--- config.mk ---
export PLATFORM = sky130hd
export DESIGN_NAME = commit_trace_bridge_flat
export DESIGN_NICKNAME = d
export VERILOG_FILES = /design/src/rtl/trace_pkg.sv /design/src/rtl/commit_trace_bridge_if.sv /design/src/rtl/trace_fifo.sv /design/src/rtl/commit_trace_bridge.sv /design/src/flat_wrapper.sv
export SDC_FILE = /design/constraint.sdc
export NUM_CORES = 1
export LEC_CHECK = 0
export CORE_ASPECT_RATIO = 0.7
export CORE_MARGIN = 2
export CORE_UTILIZATION = 40
export CTS_CLUSTER_SIZE = 40
export DETAILED_ROUTE_END_ITERATION = 8
export MAX_ROUTING_LAYER = met4
export SLEW_MARGIN = 40
export SYNTH_ARGS = -nofsm -noshare
export SYNTH_HDL_FRONTEND = slang
export SYNTH_SLANG_ARGS = --single-unit
export TNS_END_PERCENT = 100
--- constraint.sdc ---
create_clock -name clk_in -period 8.8 [get_ports clk_in]
set_clock_uncertainty 0.05 [all_clocks]
set_input_delay 0.88 -clock clk_in [delete_from_list [all_inputs] [get_ports clk_in]]
set_output_delay 0.88 -clock clk_in [all_outputs]
set_load 0.05 [all_outputs]
--- src/rtl/trace_pkg.sv ---
// rtl/trace_pkg.sv - shared constants, FSM state type and byte helpers for the commit tracer
package trace_pkg;

    localparam logic [31:0] UART_ADDR = 32'h0003_0000;

    typedef enum logic [1:0] {IDLE, HOLD, SEND, RESTORE} state_e;

    function automatic logic [7:0] hex_char(input logic [3:0] nibble);
        return (nibble < 4'd10) ? (8'h30 + {4'h0, nibble}) : (8'h57 + {4'h0, nibble});
    endfunction

    // Bytes emitted per record, including the optional sequence prefix.
    function automatic int unsigned rec_bytes(input int unsigned rec_w, input bit hex, input bit seq);
        int unsigned b;
        b = hex ? (rec_w / 4 + 1) : (rec_w / 8);
        if (seq) b = b + (hex ? 9 : 4);
        return b;
    endfunction

endpackage

--- src/rtl/commit_trace_bridge_if.sv ---
// rtl/commit_trace_bridge_if.sv - commit stream, core-side bus and memory-side bus bundle
interface commit_trace_bridge_if #(parameter int RECORD_W = 72);

    logic                commit_valid;
    logic [RECORD_W-1:0] commit_data;
    logic                commit_ready;
    logic                flush;
    logic                cpu_rdy;
    logic [7:0]          cpu_mem_dout;
    logic [31:0]         cpu_mem_a;
    logic                cpu_mem_wr;
    logic [7:0]          cpu_mem_din;
    logic [7:0]          mem_din;
    logic [7:0]          mem_dout;
    logic [31:0]         mem_a;
    logic                mem_wr;
    logic                io_buffer_full;

    modport slave (
        input  commit_valid, commit_data, flush, cpu_mem_dout, cpu_mem_a, cpu_mem_wr,
               mem_din, io_buffer_full,
        output commit_ready, cpu_rdy, cpu_mem_din, mem_dout, mem_a, mem_wr
    );

    modport master (
        output commit_valid, commit_data, flush, cpu_mem_dout, cpu_mem_a, cpu_mem_wr,
               mem_din, io_buffer_full,
        input  commit_ready, cpu_rdy, cpu_mem_din, mem_dout, mem_a, mem_wr
    );

endinterface

--- src/rtl/trace_fifo.sv ---
// rtl/trace_fifo.sv - synchronous FIFO with occupancy count; rdy low freezes it
module trace_fifo #(
    parameter int W     = 8,
    parameter int DEPTH = 8
) (
    input  logic                     clk,
    input  logic                     rst_n,
    input  logic                     rdy,
    input  logic                     push,
    input  logic                     pop,
    input  logic [W-1:0]             wdata,
    output logic [W-1:0]             rdata,
    output logic                     full,
    output logic                     empty,
    output logic [$clog2(DEPTH):0]   count
);
    localparam int PTR_W = $clog2(DEPTH);
    localparam int CW    = PTR_W + 1;

    logic [W-1:0]     mem_q [DEPTH];
    logic [PTR_W-1:0] wr_ptr_q, wr_ptr_d, rd_ptr_q, rd_ptr_d;
    logic [CW-1:0]    count_q, count_d;
    logic             do_push, do_pop;

    assign full    = (count_q == CW'(DEPTH));
    assign empty   = (count_q == '0);
    assign count   = count_q;
    assign rdata   = mem_q[rd_ptr_q];
    assign do_push = rdy & push & ~full;
    assign do_pop  = rdy & pop & ~empty;

    // Power-of-two depth lets the pointers wrap by plain overflow.
    always_comb begin
        wr_ptr_d = wr_ptr_q;
        rd_ptr_d = rd_ptr_q;
        count_d  = count_q;
        if (do_push) wr_ptr_d = wr_ptr_q + PTR_W'(1);
        if (do_pop)  rd_ptr_d = rd_ptr_q + PTR_W'(1);
        if (do_push && !do_pop)      count_d = count_q + CW'(1);
        else if (!do_push && do_pop) count_d = count_q - CW'(1);
    end

    always_ff @(posedge clk) begin
        if (!rst_n) begin
            wr_ptr_q <= '0;
            rd_ptr_q <= '0;
            count_q  <= '0;
        end else begin
            wr_ptr_q <= wr_ptr_d;
            rd_ptr_q <= rd_ptr_d;
            count_q  <= count_d;
        end
    end

    always_ff @(posedge clk) begin
        if (do_push) mem_q[wr_ptr_q] <= wdata;
    end

endmodule

--- src/rtl/commit_trace_bridge.sv ---
// rtl/commit_trace_bridge.sv - buffers commit records and bursts them to the UART over the shared bus
// TRACE_SEQ_EN: prefix each record with a 32-bit push sequence number
module commit_trace_bridge
    import trace_pkg::*;
#(
    parameter int RECORD_W     = 72,
    parameter int DEPTH        = 8,
    parameter int DRAIN_THRESH = 4,
    parameter int HEX_MODE     = 0
) (
    input  logic                 clk_in,
    input  logic                 rst_n_in,
    input  logic                 rdy_in,
    commit_trace_bridge_if.slave bus
);
`ifdef TRACE_SEQ_EN
    localparam bit SEQ_EN = 1'b1;
`else
    localparam bit SEQ_EN = 1'b0;
`endif
    localparam int NIB   = RECORD_W / 4;
    localparam int PRE   = SEQ_EN ? ((HEX_MODE != 0) ? 9 : 4) : 0;
    localparam int B     = int'(rec_bytes(RECORD_W, HEX_MODE != 0, SEQ_EN));
    localparam int IDX_W = $clog2(B + 1);
    localparam int W     = RECORD_W + (SEQ_EN ? 32 : 0);
    localparam int CNT_W = $clog2(DEPTH) + 1;

    state_e            state_q, state_d;
    logic [IDX_W-1:0]  idx_q, idx_d;
    logic [7:0]        save_q, save_d;
    logic              restore_q, restore_d;
    logic              push, pop, full, empty, last_byte;
    logic [CNT_W-1:0]  count;
    logic [W-1:0]      wdata, rdata;
    logic [RECORD_W-1:0] rec;
    logic [31:0]       seq;
    logic [7:0]        tx_byte;

    assign push              = bus.commit_valid & ~full;
    assign bus.commit_ready  = ~full;
    assign rec               = rdata[RECORD_W-1:0];
    assign last_byte         = (idx_q == IDX_W'(B - 1));

`ifdef TRACE_SEQ_EN
    logic [31:0] seq_q, seq_d;

    always_comb begin
        seq_d = seq_q;
        if (push) seq_d = seq_q + 32'd1;
    end

    always_ff @(posedge clk_in) begin
        if (!rst_n_in)   seq_q <= '0;
        else if (rdy_in) seq_q <= seq_d;
    end

    assign wdata = {seq_q, bus.commit_data};
    assign seq   = rdata[W-1 -: 32];
`else
    assign wdata = bus.commit_data;
    assign seq   = '0;
`endif

    trace_fifo #(.W(W), .DEPTH(DEPTH)) u_fifo (
        .clk   (clk_in),
        .rst_n (rst_n_in),
        .rdy   (rdy_in),
        .push  (push),
        .pop   (pop),
        .wdata (wdata),
        .rdata (rdata),
        .full  (full),
        .empty (empty),
        .count (count)
    );

    // Byte idx of the head record: optional sequence prefix, then the record body.
    always_comb begin
        int i;
        i       = {{(32 - IDX_W){1'b0}}, idx_q};
        tx_byte = 8'h00;
        if (HEX_MODE == 0) begin
            if (i < PRE) tx_byte = 8'(seq >> (8 * i));
            else         tx_byte = 8'(rec >> (8 * (i - PRE)));
        end else begin
            if (i < PRE - 1)       tx_byte = hex_char(4'(seq >> (4 * (7 - i))));
            else if (i == PRE - 1) tx_byte = 8'h20;
            else if (i < PRE + NIB) tx_byte = hex_char(4'(rec >> (4 * (NIB - 1 - (i - PRE)))));
            else                   tx_byte = 8'h0a;
        end
    end

    always_ff @(posedge clk_in) begin
        if (!rst_n_in) begin
            state_q   <= IDLE;
            idx_q     <= '0;
            save_q    <= '0;
            restore_q <= 1'b0;
        end else if (rdy_in) begin
            state_q   <= state_d;
            idx_q     <= idx_d;
            save_q    <= save_d;
            restore_q <= restore_d;
        end
    end

    always_comb begin
        state_d   = state_q;
        idx_d     = idx_q;
        save_d    = save_q;
        restore_d = restore_q;
        case (state_q)
            IDLE: begin
                restore_d = 1'b0;
                if (count >= CNT_W'(DRAIN_THRESH) || full || (bus.flush && !empty))
                    state_d = HOLD;
            end
            HOLD: begin
                save_d  = bus.mem_din;
                state_d = SEND;
            end
            SEND: begin
                if (!bus.io_buffer_full) begin
                    if (last_byte) begin
                        idx_d = '0;
                        // A concurrent push keeps the burst going.
                        if (count == CNT_W'(1) && !push) state_d = RESTORE;
                    end else begin
                        idx_d = idx_q + IDX_W'(1);
                    end
                end
            end
            RESTORE: begin
                restore_d = 1'b1;
                state_d   = IDLE;
            end
            default: state_d = IDLE;
        endcase
    end

    always_comb begin
        bus.cpu_rdy     = rdy_in & (state_q == IDLE);
        bus.cpu_mem_din = bus.mem_din;
        bus.mem_a       = '0;
        bus.mem_dout    = '0;
        bus.mem_wr      = 1'b0;
        pop             = 1'b0;
        case (state_q)
            IDLE: begin
                bus.mem_a    = bus.cpu_mem_a;
                bus.mem_dout = bus.cpu_mem_dout;
                bus.mem_wr   = bus.cpu_mem_wr;
                if (restore_q) bus.cpu_mem_din = save_q;
            end
            SEND: begin
                if (!bus.io_buffer_full) begin
                    bus.mem_a    = UART_ADDR;
                    bus.mem_wr   = 1'b1;
                    bus.mem_dout = tx_byte;
                    pop          = last_byte;
                end
            end
            default: ;
        endcase
    end

endmodule
--- src/flat_wrapper.sv ---
// flat-port wrapper written by rule: the top's interface ports become plain ports
module commit_trace_bridge_flat import trace_pkg::*;
#(
    parameter int RECORD_W     = 72,
    parameter int DEPTH        = 8,
    parameter int DRAIN_THRESH = 4,
    parameter int HEX_MODE     = 0
)
  (clk_in, rst_n_in, rdy_in, bus_commit_valid, bus_commit_data, bus_flush, bus_cpu_mem_dout, bus_cpu_mem_a, bus_cpu_mem_wr, bus_mem_din, bus_io_buffer_full, bus_commit_ready, bus_cpu_rdy, bus_cpu_mem_din, bus_mem_dout, bus_mem_a, bus_mem_wr);
  commit_trace_bridge_if #(.RECORD_W(RECORD_W)) bus_i ();
  input  logic clk_in;
  input  logic rst_n_in;
  input  logic rdy_in;
  input wire logic [$bits(bus_i.commit_valid)-1:0] bus_commit_valid;
  input wire logic [$bits(bus_i.commit_data)-1:0] bus_commit_data;
  input wire logic [$bits(bus_i.flush)-1:0] bus_flush;
  input wire logic [$bits(bus_i.cpu_mem_dout)-1:0] bus_cpu_mem_dout;
  input wire logic [$bits(bus_i.cpu_mem_a)-1:0] bus_cpu_mem_a;
  input wire logic [$bits(bus_i.cpu_mem_wr)-1:0] bus_cpu_mem_wr;
  input wire logic [$bits(bus_i.mem_din)-1:0] bus_mem_din;
  input wire logic [$bits(bus_i.io_buffer_full)-1:0] bus_io_buffer_full;
  output wire logic [$bits(bus_i.commit_ready)-1:0] bus_commit_ready;
  output wire logic [$bits(bus_i.cpu_rdy)-1:0] bus_cpu_rdy;
  output wire logic [$bits(bus_i.cpu_mem_din)-1:0] bus_cpu_mem_din;
  output wire logic [$bits(bus_i.mem_dout)-1:0] bus_mem_dout;
  output wire logic [$bits(bus_i.mem_a)-1:0] bus_mem_a;
  output wire logic [$bits(bus_i.mem_wr)-1:0] bus_mem_wr;
  assign bus_i.commit_valid = bus_commit_valid;
  assign bus_i.commit_data = bus_commit_data;
  assign bus_i.flush = bus_flush;
  assign bus_i.cpu_mem_dout = bus_cpu_mem_dout;
  assign bus_i.cpu_mem_a = bus_cpu_mem_a;
  assign bus_i.cpu_mem_wr = bus_cpu_mem_wr;
  assign bus_i.mem_din = bus_mem_din;
  assign bus_i.io_buffer_full = bus_io_buffer_full;
  assign bus_commit_ready = bus_i.commit_ready;
  assign bus_cpu_rdy = bus_i.cpu_rdy;
  assign bus_cpu_mem_din = bus_i.cpu_mem_din;
  assign bus_mem_dout = bus_i.mem_dout;
  assign bus_mem_a = bus_i.mem_a;
  assign bus_mem_wr = bus_i.mem_wr;
  commit_trace_bridge #(.RECORD_W(RECORD_W), .DEPTH(DEPTH), .DRAIN_THRESH(DRAIN_THRESH), .HEX_MODE(HEX_MODE)) u_core (.clk_in(clk_in), .rst_n_in(rst_n_in), .rdy_in(rdy_in), .bus(bus_i));
endmodule
# After elaboration in Yosys (flattened, before gate mapping)
# Memory sizes are Yosys's and may differ from the RTL's. A register that Yosys moved wholly into a read port is not among the register bits.
# Cells that the tools add are included.
dict set report totals {
  mem_count 1
  ramBits 576
  input_bits 127
  register_bits 25
}
# memory depth word_bits read_ports rd_ports_with_merged_regs wr line_no
set mem_list {}
lappend mem_list {u_core.u_fifo.mem_q 8 72 1 1 1 trace_fifo.sv:20} ;# logic [W-1:0] mem_q [DEPTH];
dict set report classes {
  n_reduce_logical 18
  n_shift 1
  eq_ne 10
  addsub 5
  n_lt_le_gt_ge 1
  bitwise_logic 9
  mux 23
}
# operator n
set ops {}
lappend ops {{$shr 72x7->8} 1}
lappend ops {{$pmux 32 s2} 1}
lappend ops {{$mux 8} 3}
lappend ops {{$mux 18} 1}
lappend ops {{$pmux 8 s2} 1}
lappend ops {{$mux 4} 3}
lappend ops {{$add 4x1->4 const B} 2}
lappend ops {{$eq 4x4->1 const B} 2}
lappend ops {{$mux 2} 4}
lappend ops {{$pmux 2 s4} 1}
lappend ops {{$add 3x1->3 const B} 2}
lappend ops {{$and 1x1->1} 6}
lappend ops {{$mux 3} 2}
lappend ops {{$ne 2x1->1 const B} 3}
lappend ops {{$mux 1} 5}
lappend ops {{$reduce_and 5->1} 1}
lappend ops {{$eq 2x2->1 const B} 2}
lappend ops {{$eq 4x1->1 const B} 1}
lappend ops {{$ge 4x3->1 const B} 1}
lappend ops {{$logic_and 1x1->1} 4}
lappend ops {{$logic_not 1->1} 4}
lappend ops {{$logic_not 4->1} 1}
lappend ops {{$pmux 1 s2} 2}
lappend ops {{$reduce_and 2->1} 2}
lappend ops {{other kinds (8)} 12}

# Logic depth before layout (Yosys ltp)
# Gate-level depths: netlist of the first run.
dict set report logic_depth {
  word_depth 9
  ltp_mapped 12
}

# Hierarchy
# Synthesis of the first run repeated with hierarchy kept, for this count alone.
dict set report unflattened {
  hier_cells 1150
  hier_area_um2 24438.4
}
# mod instances seq_area_each_um2 cells_each area_each_um2
set by_module_without_submodules {}
lappend by_module_without_submodules {trace_fifo 1 17556.8 906 22537.9}
lappend by_module_without_submodules {commit_trace_bridge 1 300.3 244 1900.6}

# Worst setup path before layout of the first run
# OpenSTA, ideal clock, no wires.
dict set report synth_timing {
  path_kind {reg2reg}
  from {reg u_core.u_fifo.count_q[0], in the netlist u_core.u_fifo.count[0]}
  to {mem u_core.u_fifo.mem_q[1][0] (netlist bit), enable pin}
  slack_ns -0.807
  t_arrival_ns 8.852
  setup_ns 0.705
  stages_incl_launch_ff 6
  path_buffers 0
  cell_sequence {dfxtp_1 -> inv_1 -> ha_1 -> nand3b_1 -> nand3_1 -> nor4b_1}
}
dict set report synth_via {
  elab_chain_cells 7
}
# element line_no
set synth_rtl {}
lappend synth_rtl {{start: declaration} trace_fifo.sv:22} ;# logic [CW-1:0] count_q, count_d;
lappend synth_rtl {{start signal: assignment} trace_fifo.sv:51} ;# count_q <= count_d;
lappend synth_rtl {{$eq 4x4->1 (*)} trace_fifo.sv:25} ;# assign full = (count_q == CW'(DEPTH));
lappend synth_rtl {{$not 1->1 (*)} --}
lappend synth_rtl {{via bus_commit_ready} flat_wrapper.sv:22} ;# output wire logic [$bits(bus_i.commit_ready)-1:0] bus_commit_ready;
lappend synth_rtl {{$and 1x1->1} commit_trace_bridge.sv:39} ;# assign push = bus.commit_valid & ~full;
lappend synth_rtl {{$and 1x1->1} trace_fifo.sv:29} ;# assign do_push = rdy & push & ~full;
lappend synth_rtl {{$and 1x1->1 (*)} trace_fifo.sv:29}
lappend synth_rtl {{$mux 1 (*)} trace_fifo.sv:56} ;# if (do_push) mem_q[wr_ptr_q] <= wdata;
lappend synth_rtl {{$mux 1 (implied by the code) (*)} trace_fifo.sv:56}
lappend synth_rtl {{end: declaration} trace_fifo.sv:20}
# Mark *: on every way through the listed nets, which the timed path passes. The rest lies on a longest branch.

==> impl_results.md, run 1 <==
* Top-count cell post-synth: edfxtp_1
* Met1 usage at 26.0%
* Synth cell types at 46
* Synth Flop Type: edfxtp_1
* Post-CTS setup buffer count at 0
* Fillcell total at 4887
* Final Power at 0.00588 W
* Classification of the worst setup path: flop to output port
* Via density per instance at 5.41
* Least-Margin Pin Slew at 0.884 ns
* Layout cell share with drive strength beyond 1 at 18.8%
* Die area at 0.0617 mm2
* CP Data Arrival Time at 4.41 ns
* Initial antenna violation count at 4
* Post-DP HPWL at 32300 um
* TNS Setup at 0 ns
* Post-synthesis sequential area ratio at 74.7%
* CP Max Fanout at 82
* Area leader, netlist: edfxtp_1
* Post-CTS Hold Buffers at 0
* Final setup vio count at 0
* Std-Cell Rows at 74
* Drt total wl at 55100 um
* Hold Crit Class: flop to flop
* Clock Tree Root: clkbuf_16
* Seq cells post-synth at 604
* Cell area after layout at 0.0283 mm2
* I/O Buffers at 177
* VDD IR max at 0.137 mV
* Fin. Hold Viols at 0
* First drt pass iteration count at 5
* CP startpoint kind: flop
* Worst skew pair latency at 0.57 ns
* FMAX at 0.187 GHz
* Drt drc at 0
* Final net count at 1496
* Slew headroom at 40.8%
* Vias post-DR at 11900
* Dpl ws at 3.84 ns
* CTS tree: built
* Met2 Use GR at 27.8%
* Synthesized area at 0.0239 mm2
* RSZ-0062 raised after global routing: false
* Status: finished clean
* Initial Util at 40.7%
* Overall die width at 296 um
* CTS clk-pin slew, worst paths at 0.06 ns
* Yosys warns at 0
* Longest Clk Path Bufs at 3
* Pwr/cell area at 208 mW/mm2
* Core area at 0.0587 mm2
* Ports at 178
* Total gr overflow at 0
* Met3 Usage GRT at 3.88%
* DRT iter0 DRCs at 1186
* Cells after synthesis at 1156
* Pin count of the biggest net entering global routing at 83
* EDFF count, synth at 576
* H-tree Lvls at 2
* First-pass GRT wire length at 80800 um
* Post-synth top area share at 72.4%
* Sequential cell area at 0.0179 mm2
* Synth Area per Inst at 20.7 um2
* Worst setup slack after layout at 3.46 ns
* Fin crit share at 60.7%
* Dpl cell area at 0.0266 mm2
* Critical Path RT at 7.87 ns
* Resize count post-CTS at 0
* CTS sink cnt at 604
* GRT busiest layer: met2
* Max-slew violations at 0
* Routed length per placed instance at 25.0 um
* Post-Layout Cell Count at 2199
* Synth area leaders: edfxtp_1, mux4_2, dfxtp_1
* Area of the multi-input gates at 0.00570 mm2
* Vias in the first global route at 12100
* Async set-reset flop share out of synthesis at 0%
* Die Span Y at 209 um
* # Max-Cap Violations at 0
* Antenna-violating nets left at 0
* CTS Buf Count at 54
* Final Critical Period at 5.34 ns
* Pleak at 8.56 nW
* Setup crit end kind: output port
* Placed cells at 2098
* GRT Util Overall at 18.4%
* Post-Syn Nets at 1296
* Layout area overhead at 18.2%
* Top post-synthesis cells by count: edfxtp_1, mux4_2, mux2i_1, and2_1, nand2_1
* Routability Congestion at 0.752
[cells in the final DEF, fill, tap and decap left out, drive strengths merged, types with 7 or more instances in the layout]
| cell | count |
|---|---|
| o21ai | 20 |
| mux2 | 16 |
| and2 | 39 |
| clkbuf | 73 |
| dfxtp | 28 |
| clkdlybuf4s50 | 176 |
| buf | 26 |
| clkinv | 23 |
| mux4 | 144 |
| nand3 | 21 |
| nor2 | 21 |
| a211oi | 7 |
| nand2 | 35 |
| ha | 13 |
| edfxtp | 576 |
| mux2i | 55 |
| inv | 18 |
| nor3 | 9 |
| a21boi | 12 |
| nor2b | 9 |
[metrics by stage]
stage                     hold WS [ns]  utilization [%]
after global routing             0.444             48.1
after floorplan                  0.391                -
after detailed placement         0.412             45.4
after CTS                        0.422             48.1
after global placement           0.405             45.3
final                            0.418             48.1
[path summary, 6_finish.rpt]
check / startpoint / to / slack (ns) / cells after the start
max: flop / bus_mem_dout[5] / 3.46 / 7
max reg2reg: u_core.u_fifo.count[0]$_SDFFE_PN0P_ / u_core.u_fifo.mem_q[6][51]$_DFFE_PP_ / 5.07 / 9
min reg2reg: u_core.save_q[0]$_SDFFE_PN0P_ / u_core.save_q[0]$_SDFFE_PN0P_ / 0.42 / 2
min: u_core.save_q[0]$_SDFFE_PN0P_ / u_core.save_q[0]$_SDFFE_PN0P_ / 0.42 / 2
[layout make-up]
class	count	share of cell area, %
antenna	3	0.0266
clock buffer	73	5.11
clock inverter	25	0.602
inverter	19	0.252
multi-input combinational	475	20.2
sequential	604	63.2
tap	798	3.53
timing repair buffer	202	7.06
[critical path, cell delays in order (launching register included)]
cell and delay, ns:
dfxtp_4 0.86, buf_12 0.48, mux4_2 0.42, mux2i_1 0.38, nor2_1 0.11, a211oi_1 0.20, o221ai_1 0.42, clkdlybuf4s50_1 0.84
[power by group]
part / internal, W / leakage, nW / switching (W) / total [W]
Combinational: 0.000177 / 2.34 / 0.000297 / 0.000474
Sequential: 0.00319 / 5.43 / 0.0000150 / 0.00320
Clock: 0.00121 / 0.786 / 0.00100 / 0.00221
[flip-flops by register name, indices dropped and copies added, names as in the netlist, named ones only]
| name | count |
|---|---|
| u_core.state_q | 2 |
| u_core.u_fifo.mem_q | 576 |
| u_core.restore_q | 1 |
| u_core.u_fifo.wr_ptr_q | 3 |
| u_core.idx_q | 4 |
| u_core.save_q | 8 |
| u_core.u_fifo.count | 4 |
| u_core.u_fifo.rd_ptr_q | 3 |
[layer usage]
metal  wire (um)  share of wire [%]
met5           0                  0
met4         797                1.4
met3        3860                7.0
met2       25900                 47
met1       24500                 44
[kinds of logic (layout without fill, tap and decap cells)]
family          after synthesis  after routing  share of synthesized area (%)
mux                         215            215                           16.7
other cells                   0              3                              0
flops                       604            604                           74.7
buf+inv                      77            319                           1.77
xor+xnor                      7              7                          0.257
simple gates                158            158                           3.48
compound gates               82             82                           2.40
fa+ha+maj                    13             13                          0.681
(Power assumes the default switching activity.)
==> inputs of run 2 (changes only) <==
==> constraint.sdc (replaced) <==
create_clock -name clk_in -period 4.36 [get_ports clk_in]
set_clock_uncertainty 0.05 [all_clocks]
set_input_delay 0.436 -clock clk_in [delete_from_list [all_inputs] [get_ports clk_in]]
set_output_delay 0.436 -clock clk_in [all_outputs]
set_load 0.05 [all_outputs]
==> impl_results.md, run 2 (synthesized netlist as in run 1, its figures left out) <==
* Pin count of the biggest net entering global routing at 73
* Routability Congestion at 0.768
* Fillcell total at 4776
* Fin. Hold Viols at 0
* # Max-Cap Violations at 0
* Longest Clk Path Bufs at 3
* Max-slew violations at 0
* R2r startpoint: u_core.idx_q[1]$_SDFFE_PN0P_
* First-pass GRT wire length at 79800 um
* Initial Util at 40.7%
* Leading cell type in the layout, fill and taps excluded: edfxtp_1
* Hold Crit Depth at 3
* Final core utilization at 49.1%
* Drt drc at 0
* Final Critical Period at 4.22 ns
* Std-Cell Rows at 74
* Status: finished clean
* Clock Tree Root: clkbuf_16
* Largest register FFs at 576
* Crit path largest cell delay at 0.92 ns
* H-tree Lvls at 2
* Classification of the worst setup path: flop to output port
* CP Data Arrival Time at 3.73 ns
* Sequential cell area at 0.0179 mm2
* Drt total wl at 54300 um
* Hold slack at 0.232 ns
* CP Max Fanout at 31
* Critical Path RT at 3.87 ns
* WP buf/inv at 2
* Fin crit share at 96.8%
* CTS Buf Count at 55
* CP cell instances: buf_12, mux4_2, mux2i_1, o21ai_0, a21oi_1, o41ai_2, clkdlybuf4s50_1
* I/O Buffers at 177
* Initial antenna violation count at 7
* VDD IR max at 0.286 mV
* Slew headroom at 44.7%
* Ports at 178
* Pwr/cell area at 435 mW/mm2
* Setup crit end kind: output port
* Pleak at 8.80 nW
* CTS tree: built
* CP startpoint kind: flop
* Post-CTS Hold Buffers at 0
* Die Span Y at 209 um
* Antenna-violating nets left at 0
* Routed length per placed instance at 24.5 um
* FMAX at 0.237 GHz
* Vias post-DR at 11900
* DRT iter0 DRCs at 989
* First drt pass iteration count at 5
* Via density per instance at 5.37
* Placed cells at 2106
* Worst skew pair latency at 0.58 ns
* GRT Util Overall at 18.2%
* Slowest-stage cell, CP: clkdlybuf4s50_1
* Post-Layout Cell Count at 2215
* Register with the most flip-flops: u_core.u_fifo.mem_q
* Vias in the first global route at 12000
* TNS Setup at 0 ns
* Top delay family on crit path: buffers and inverters
* Die area at 0.0617 mm2
* Layout cell share with drive strength beyond 1 at 20.8%
* CTS clk-pin slew, worst paths at 0.07 ns
* Core area at 0.0587 mm2
* Least-Margin Pin Slew at 0.829 ns
* Overall die width at 296 um
* Cell area after layout at 0.0288 mm2
* Post-DP HPWL at 31300 um
* Final setup vio count at 0
* R2r worst-path depth at 10
* Layout area overhead at 20.7%
* Area of the multi-input gates at 0.00575 mm2
* Hold Crit Class: input pin to flop
* Total gr overflow at 0
* Hold path startpoint: rst_n_in
* Largest regs: u_core.u_fifo.mem_q x576, u_core.save_q x8
* Dpl cell area at 0.0269 mm2
* CP Depth at 7
* RSZ-0062 raised after global routing: false
* CTS sink cnt at 604
* Final net count at 1507
* Highest-count cells in the layout ignoring fill and taps: edfxtp_1, clkdlybuf4s50_1, mux4_2, clkbuf_16, mux2i_1
[run 2: cell types whose count changed in the layout (fill, tap and decap cells not counted), sizes merged]
cell	previous run	this run
bufinv	2	11
clkdlybuf4s50	176	171
inv	18	17
clkbuf	73	68
clkinvlp	1	4
diode	3	5
clkinv	23	21
buf	26	41
[run 2: what timing repair did]
action	in CTS	in global routing
endpoints found under the hold margin	0	0
resized for setup	0	1
pin swaps	0	0
setup buffers	2	0
endpoints found under the setup margin	3	1
[run 2: final timing paths]
path / to / slack [ns]
worst max-delay path: bus_mem_dout[2] / 0.14
worst min-delay path: u_core.state_q[0]$_SDFFE_PN0P_ / 0.23
worst max register to register: u_core.u_fifo.count[3]$_SDFFE_PN0P_ / 1.00
worst min register to register: u_core.save_q[1]$_SDFFE_PN0P_ / 0.42
[run 2: final cells by class]
| cell class | instances | area share (%) |
|---|---|---|
| diodes | 5 | 0.0434 |
| clock buffers | 68 | 5.09 |
| clock inverters | 34 | 1.53 |
| flip-flops and latches | 604 | 61.9 |
| well taps | 798 | 3.46 |
| repair buffers | 212 | 7.76 |
| inverters | 19 | 0.247 |
| multi-input cells | 475 | 19.9 |
[run 2: where the power goes]
group | switching (W) | internal, W | total, W
combinational | 0.000596 | 0.000382 | 0.000978
sequential | 0.0000305 | 0.00643 | 0.00646
clock | 0.00206 | 0.00303 | 0.00510
total | 0.00269 | 0.00985 | 0.0125
[run 2: worst min-delay path: stages]
cell and delay, ns:
buf_2 0.24, inv_1 0.10, a211oi_1 0.04
[run 2: metrics by stage]
step                      setup WS [ns]  total power (W)
after floorplan                  -0.763          0.00710
after global placement            0.252          0.00755
after detailed placement          0.517          0.00758
after CTS                        0.0546           0.0127
after global routing             0.0307           0.0129
final                             0.141           0.0125
[run 2: per-layer routing]
layer | wire length (um) | up-vias | track usage [%]
met5 | 0 | - | -
met4 | 898 | 0 | 3.95
met3 | 3390 | 67 | 3.95
met2 | 25800 | 336 | 27.5
met1 | 24300 | 6294 | 25.4
li1 | - | 5202 | -
